### config.mk
export PLATFORM = sky130hd
export DESIGN_NAME = pic_inta_sequencer
export DESIGN_NICKNAME = d
export VERILOG_FILES = /design/src/rtl/pic_inta_sequencer.sv
export SDC_FILE = /design/constraint.sdc
export NUM_CORES = 1
export LEC_CHECK = 0
export ABC_CLOCK_PERIOD_IN_PS = 2300
export CELL_PAD_IN_SITES_DETAIL_PLACEMENT = 2
export CELL_PAD_IN_SITES_GLOBAL_PLACEMENT = 2
export CORE_MARGIN = 10
export CORE_UTILIZATION = 29
export CTS_BUF_LIST = sky130_fd_sc_hd__clkbuf_8
export DETAILED_ROUTE_END_ITERATION = 8
export PLACE_DENSITY = 0.89
export REMOVE_ABC_BUFFERS = 1
export SYNTH_ARGS = -nofsm -noshare
export SYNTH_HDL_FRONTEND = slang
export SYNTH_SLANG_ARGS = --single-unit
### constraint.sdc
create_clock -name clk -period 2.3 [get_ports clk]
set_input_delay 0.575 -clock clk [delete_from_list [all_inputs] [get_ports clk]]
set_output_delay 0.575 -clock clk [all_outputs]
set_load 0.02 [all_outputs]
### src/rtl/pic_inta_sequencer.sv
// CPU-side 8259A acknowledge sequencer: runs the two-pulse INTA cycle, captures the
// vector for the core over valid/ready, and issues queued non-specific EOI writes.
module pic_inta_sequencer #(
  parameter int PULSE_W = 2,
  parameter int GAP_W   = 2
) (
  input  logic       clk,
  input  logic       reset_n,
  input  logic       int_req,
  input  logic       if_en,
  output logic       inta_n,
  input  logic [7:0] data_in,
  output logic       vec_valid,
  output logic [7:0] vec_data,
  input  logic       vec_ready,
  input  logic       eoi_req,
  output logic       ocw_wr_n,
  output logic [7:0] ocw_data,
  output logic       a0,
  output logic       eoi_done,
  output logic       busy
);

  localparam logic [2:0] S_IDLE = 3'd0;
  localparam logic [2:0] S_P1   = 3'd1;
  localparam logic [2:0] S_GAP  = 3'd2;
  localparam logic [2:0] S_P2   = 3'd3;
  localparam logic [2:0] S_HOLD = 3'd4;
  localparam logic [2:0] S_EOI  = 3'd5;

  localparam logic [3:0] PW       = 4'(PULSE_W);
  localparam logic [3:0] GW       = 4'(GAP_W);
  localparam logic [7:0] OCW2_EOI = 8'h20;

  logic       sync1_q, sync2_q;
  logic [2:0] state_q, state_d;
  logic [3:0] cnt_q, cnt_d;
  logic [1:0] holdoff_q, holdoff_d;
  logic [2:0] pend_q, pend_d;
  logic       eoi_dec;
  logic [7:0] vec_data_q, vec_data_d;
  logic       vec_valid_q, vec_valid_d;
  logic       inta_n_q, inta_n_d;
  logic       ocw_wr_n_q, ocw_wr_n_d;
  logic [7:0] ocw_data_q, ocw_data_d;
  logic       eoi_done_q, eoi_done_d;
  logic       busy_q, busy_d;
  logic       ocw_low;

  always_comb begin
    state_d     = state_q;
    cnt_d       = cnt_q + 4'd1;
    vec_data_d  = vec_data_q;
    vec_valid_d = vec_valid_q;
    holdoff_d   = holdoff_q;
    eoi_dec     = 1'b0;
    if (holdoff_q != 2'd0) holdoff_d = holdoff_q - 2'd1;
    case (state_q)
      S_IDLE: begin
        cnt_d = 4'd0;
        // Queued EOIs win over a new acknowledge.
        if (pend_q != 3'd0)                              state_d = S_EOI;
        else if (sync2_q && if_en && holdoff_q == 2'd0) state_d = S_P1;
      end
      S_P1: if (cnt_q == PW - 4'd1) begin
        state_d = S_GAP;
        cnt_d   = 4'd0;
      end
      S_GAP: if (cnt_q == GW - 4'd1) begin
        state_d = S_P2;
        cnt_d   = 4'd0;
      end
      S_P2: if (cnt_q == PW - 4'd1) begin
        state_d     = S_HOLD;
        cnt_d       = 4'd0;
        vec_data_d  = data_in;
        vec_valid_d = 1'b1;
      end
      S_HOLD: begin
        cnt_d = 4'd0;
        if (vec_valid_q && vec_ready) begin
          state_d     = S_IDLE;
          vec_valid_d = 1'b0;
          // Covers the synchronizer depth so a stale INT cannot retrigger.
          holdoff_d   = 2'd2;
        end
      end
      S_EOI: if (cnt_q == PW) begin
        state_d = S_IDLE;
        cnt_d   = 4'd0;
        eoi_dec = 1'b1;
      end
      default: begin
        state_d = S_IDLE;
        cnt_d   = 4'd0;
      end
    endcase
  end

  always_comb begin
    pend_d = pend_q;
    case ({eoi_req, eoi_dec})
      2'b10:   if (pend_q != 3'd7) pend_d = pend_q + 3'd1;
      2'b01:   pend_d = pend_q - 3'd1;
      default: pend_d = pend_q;
    endcase
  end

  // Outputs are decoded from next state so they change on the same edge as the FSM.
  always_comb begin
    ocw_low    = (state_d == S_EOI) && (cnt_d < PW);
    inta_n_d   = !((state_d == S_P1) || (state_d == S_P2));
    ocw_wr_n_d = !ocw_low;
    ocw_data_d = ocw_low ? OCW2_EOI : 8'h00;
    eoi_done_d = (state_d == S_EOI) && (cnt_d == PW);
    busy_d     = (state_d != S_IDLE);
  end

  always_ff @(posedge clk or negedge reset_n) begin
    if (!reset_n) begin
      sync1_q     <= 1'b0;
      sync2_q     <= 1'b0;
      state_q     <= S_IDLE;
      cnt_q       <= 4'd0;
      holdoff_q   <= 2'd0;
      pend_q      <= 3'd0;
      vec_data_q  <= 8'h00;
      vec_valid_q <= 1'b0;
      inta_n_q    <= 1'b1;
      ocw_wr_n_q  <= 1'b1;
      ocw_data_q  <= 8'h00;
      eoi_done_q  <= 1'b0;
      busy_q      <= 1'b0;
    end else begin
      sync1_q     <= int_req;
      sync2_q     <= sync1_q;
      state_q     <= state_d;
      cnt_q       <= cnt_d;
      holdoff_q   <= holdoff_d;
      pend_q      <= pend_d;
      vec_data_q  <= vec_data_d;
      vec_valid_q <= vec_valid_d;
      inta_n_q    <= inta_n_d;
      ocw_wr_n_q  <= ocw_wr_n_d;
      ocw_data_q  <= ocw_data_d;
      eoi_done_q  <= eoi_done_d;
      busy_q      <= busy_d;
    end
  end

  assign inta_n    = inta_n_q;
  assign vec_valid = vec_valid_q;
  assign vec_data  = vec_data_q;
  assign ocw_wr_n  = ocw_wr_n_q;
  assign ocw_data  = ocw_data_q;
  assign a0        = 1'b0;
  assign eoi_done  = eoi_done_q;
  assign busy      = busy_q;

endmodule

==> impl_metrics.yaml <==
setup_path:
  cpMaxStageDelayCell: "fa_1"
  arrival_ns: 2.33
  crit_type: "register to register"
  crit_chain: "nor4b_4 -> nand2_2 -> or2_1 -> fa_1 -> nand3_1 -> o21ai_0 -> a221oi_1"
  worstPathMaxFanout: 4
  end_kind: "register"
  crit_path_max_incr_delay_ns: 0.50
  setup.worst_path.start_class: "register"
  required_ns: 2.49
drt:
  drt-vias-per-instance: 4.59
  antenna_left: 0
  dr.pass1.iters: 2
  vias: 1038
  drt_wl_total_um: 3770
  drt_iter0_drc: 20
  wl_per_cell_um: 16.7
  drc: 0
layout:
  multi_input_area_sq_um: 639
  drive_above_1_share_pct: 18.2
  final_net_count: 175
  syn_to_final_growth_pct: 29.8
  fillers: 518
  register_area_sq_um: 704
  num_antenna_cells: 0
hold_path:
  hp-class: "register to register"
clock_tree:
  cts_made_buffers: 3
  clk-insertion-delay-late_ns: 0.28
  path_clk_slew_ns: 0.10
  clock_sinks: 28
  cts_hold_buf: 0
  tritoncts: "built"
  cts.htree.levels: 1
  cts_max_path_buffers: 2
  root_buffer: "clkbuf_8"
timing:
  hold_viol: 0
  slew_headroom_pct: 59.7
  hold_slack_ns: 0.362
  setup_violations: 0
  fmax_mhz: 466
  slew_viol_final: 0
  worstMarginPinSlew_ns: 0.588
  rsz0062_at_grt: "no"
  finClkSkew_ns: 0.0102
  final.period_utilization_pct: 93.3
  period_needed_ns: 2.15
  setup_tns_ns: 0
floorplan:
  core_sq_um: 4750
  rows: 25
  die_area_sq_um: 8150
  num_io_pins: 36
  initial_core_util_pct: 30.1
  die_h_um: 90.3
  die_w_um: 90.3
synth:
  avgSynthCellArea_sq_um: 11.6
  synth_edf_count: 0
  synth_cell_types: 41
  yosysWarnings: 0
  syn-instance-count: 124
  synthFlopType: "dfrtp_1"
  synthArstFlopShare_pct: 100
  syn_area_sq_um: 1430
  yosysSeqAreaShare_pct: 49.1
  synth_seq_cells: 28
placement:
  io_buffers: 27
  hpwl_um: 2890
  gp_congestion: 0.773
grt:
  track_usage_pct: 9.42
  grt_max_degree: 29
  grt_pass1_wl_um: 6470
  grt_pass1_vias: 1280
  antenna_found_initial: 0
  grt_overflow_total: 0
power:
  p_leak_nw: 0.841
  power.density_nw_per_um2: 1340
  peakVddDrop_uv: 495
flow_run:
  cap_violations: 0
run_status:
  outcome: "completed"
[cells in the mapped netlist, drive strengths merged (2+ instances only)]
cell type  number  area (sq um)
mux2            8           120
a221oi          2          17.5
nor2           11          41.3
or3             2          12.5
xnor2           2          17.5
and3b           2          17.5
nor3b           2          20.0
dfstp           2          52.6
inv             6          22.5
nor2b           2          12.5
nand2          12          47.6
o21ai           2          10.0
nand3           2          10.0
buf            12          93.8
a211oi          2          15.0
dfrtp          26           651
xor2            2          17.5
nor4b           2          47.6
nor3            2          10.0
mux2i           5          50.1
a21oi           3          15.0
[cells in the final DEF, fill, tap and decap left out, types with 2 or more instances in the layout]
| master | count |
|---|---|
| nor2_1 | 11 |
| nor2b_1 | 2 |
| nand3_1 | 2 |
| clkdlybuf4s50_1 | 27 |
| xnor2_1 | 2 |
| o21ai_0 | 2 |
| xor2_1 | 2 |
| nand2_1 | 11 |
| buf_4 | 9 |
| inv_1 | 6 |
| mux2_4 | 8 |
| dfstp_2 | 2 |
| nor4b_4 | 2 |
| a221oi_1 | 2 |
| mux2i_1 | 5 |
| clkbuf_8 | 3 |
| a211oi_1 | 2 |
| nor3_1 | 2 |
| dfrtp_1 | 25 |
| or3_1 | 2 |
| conb_1 | 8 |
| and3b_1 | 2 |
| a21oi_1 | 3 |
[flip-flops by register name, indices dropped and copies added (netlist names), 2 cells and up]
register   cells
pend_q         3
vec_data       8
state_q        3
cnt_q          4
holdoff_q      2
[stage by stage]
step / total power [mW] / cell area (sq um) / utilization [%] / worst slack [ns] / cells
final: 2.50 / 1860 / 39.1 / 0.154 / 226
after global routing: 2.69 / 1860 / 39.1 / 0.0113 / 226
after CTS: 2.52 / 1850 / 38.9 / 0.0479 / 225
after detailed placement: 2.10 / 1780 / 37.4 / -0.0640 / 221
after global placement: 2.00 / 1780 / 37.4 / 0.0907 / 221
after floorplan: 1.59 / 1370 / - / 0.165 / 119
[path summary, 6_finish.rpt]
path / start / end / slack, ns / depth (start not counted)
max: cnt_q[3] / pend_q[1] / 0.15 / 7
min: sync1_q / sync2_q / 0.36 / 0
max reg2reg: cnt_q[3] / pend_q[1] / 0.15 / 7
min reg2reg: sync1_q / sync2_q / 0.36 / 0
max in group asynchronous: reset_n / ocw_wr_n / 1.32 / 2
min in group asynchronous: reset_n / cnt_q[3] / 0.66 / 2
[timing repair]
item	4_1_cts	5_1_grt
setup buffers	0	1
setup endpoints to repair	0	2
resized for setup	0	1
[where the power goes]
group	total, mW	internal [mW]	switching (mW)
logic	1.27	0.617	0.652
registers	0.836	0.690	0.147
clock network	0.395	0.233	0.161
total	2.50	1.54	0.960
[metal layers]
layer	vias up	GRT usage (%)	wire [um]
met5	-	0	0
met4	0	2.12	34
met3	4	3.74	263
met2	34	16.6	1880
met1	526	10.4	1600
li1	474	-	-
[layout make-up]
cell class	count	share of cell area, %
clock buffers	3	2.22
clock inverters	1	1.62
inverters	6	1.21
multi-input cells	85	34.4
flip-flops and latches	28	37.9
well taps	67	4.51
repair buffers	36	18.2
[cell families after synthesis]
logic type               count (synthesis)  synth area share (%)
multiplexers                            13                  11.9
XOR/XNOR                                 4                  2.45
buffers and inverters                   18                  8.12
adder cells (fa/ha/maj)                  1                  1.40
other                                    1                 0.262
AO/OA/AOI/OAI                           16                  8.12
flip-flops                              28                  49.1
AND/OR/NAND/NOR                         43                  18.7
[worst max-delay path, delay by kind of cell (launching register included)]
family | cells | cell delay, ns
DFF | 1 | 0.49
adders and majority gates | 1 | 0.50
AOI/OAI and AO/OA | 2 | 0.36
and+or+nand+nor | 4 | 0.70
No activity file was read; power rests on OpenSTA's default activity.
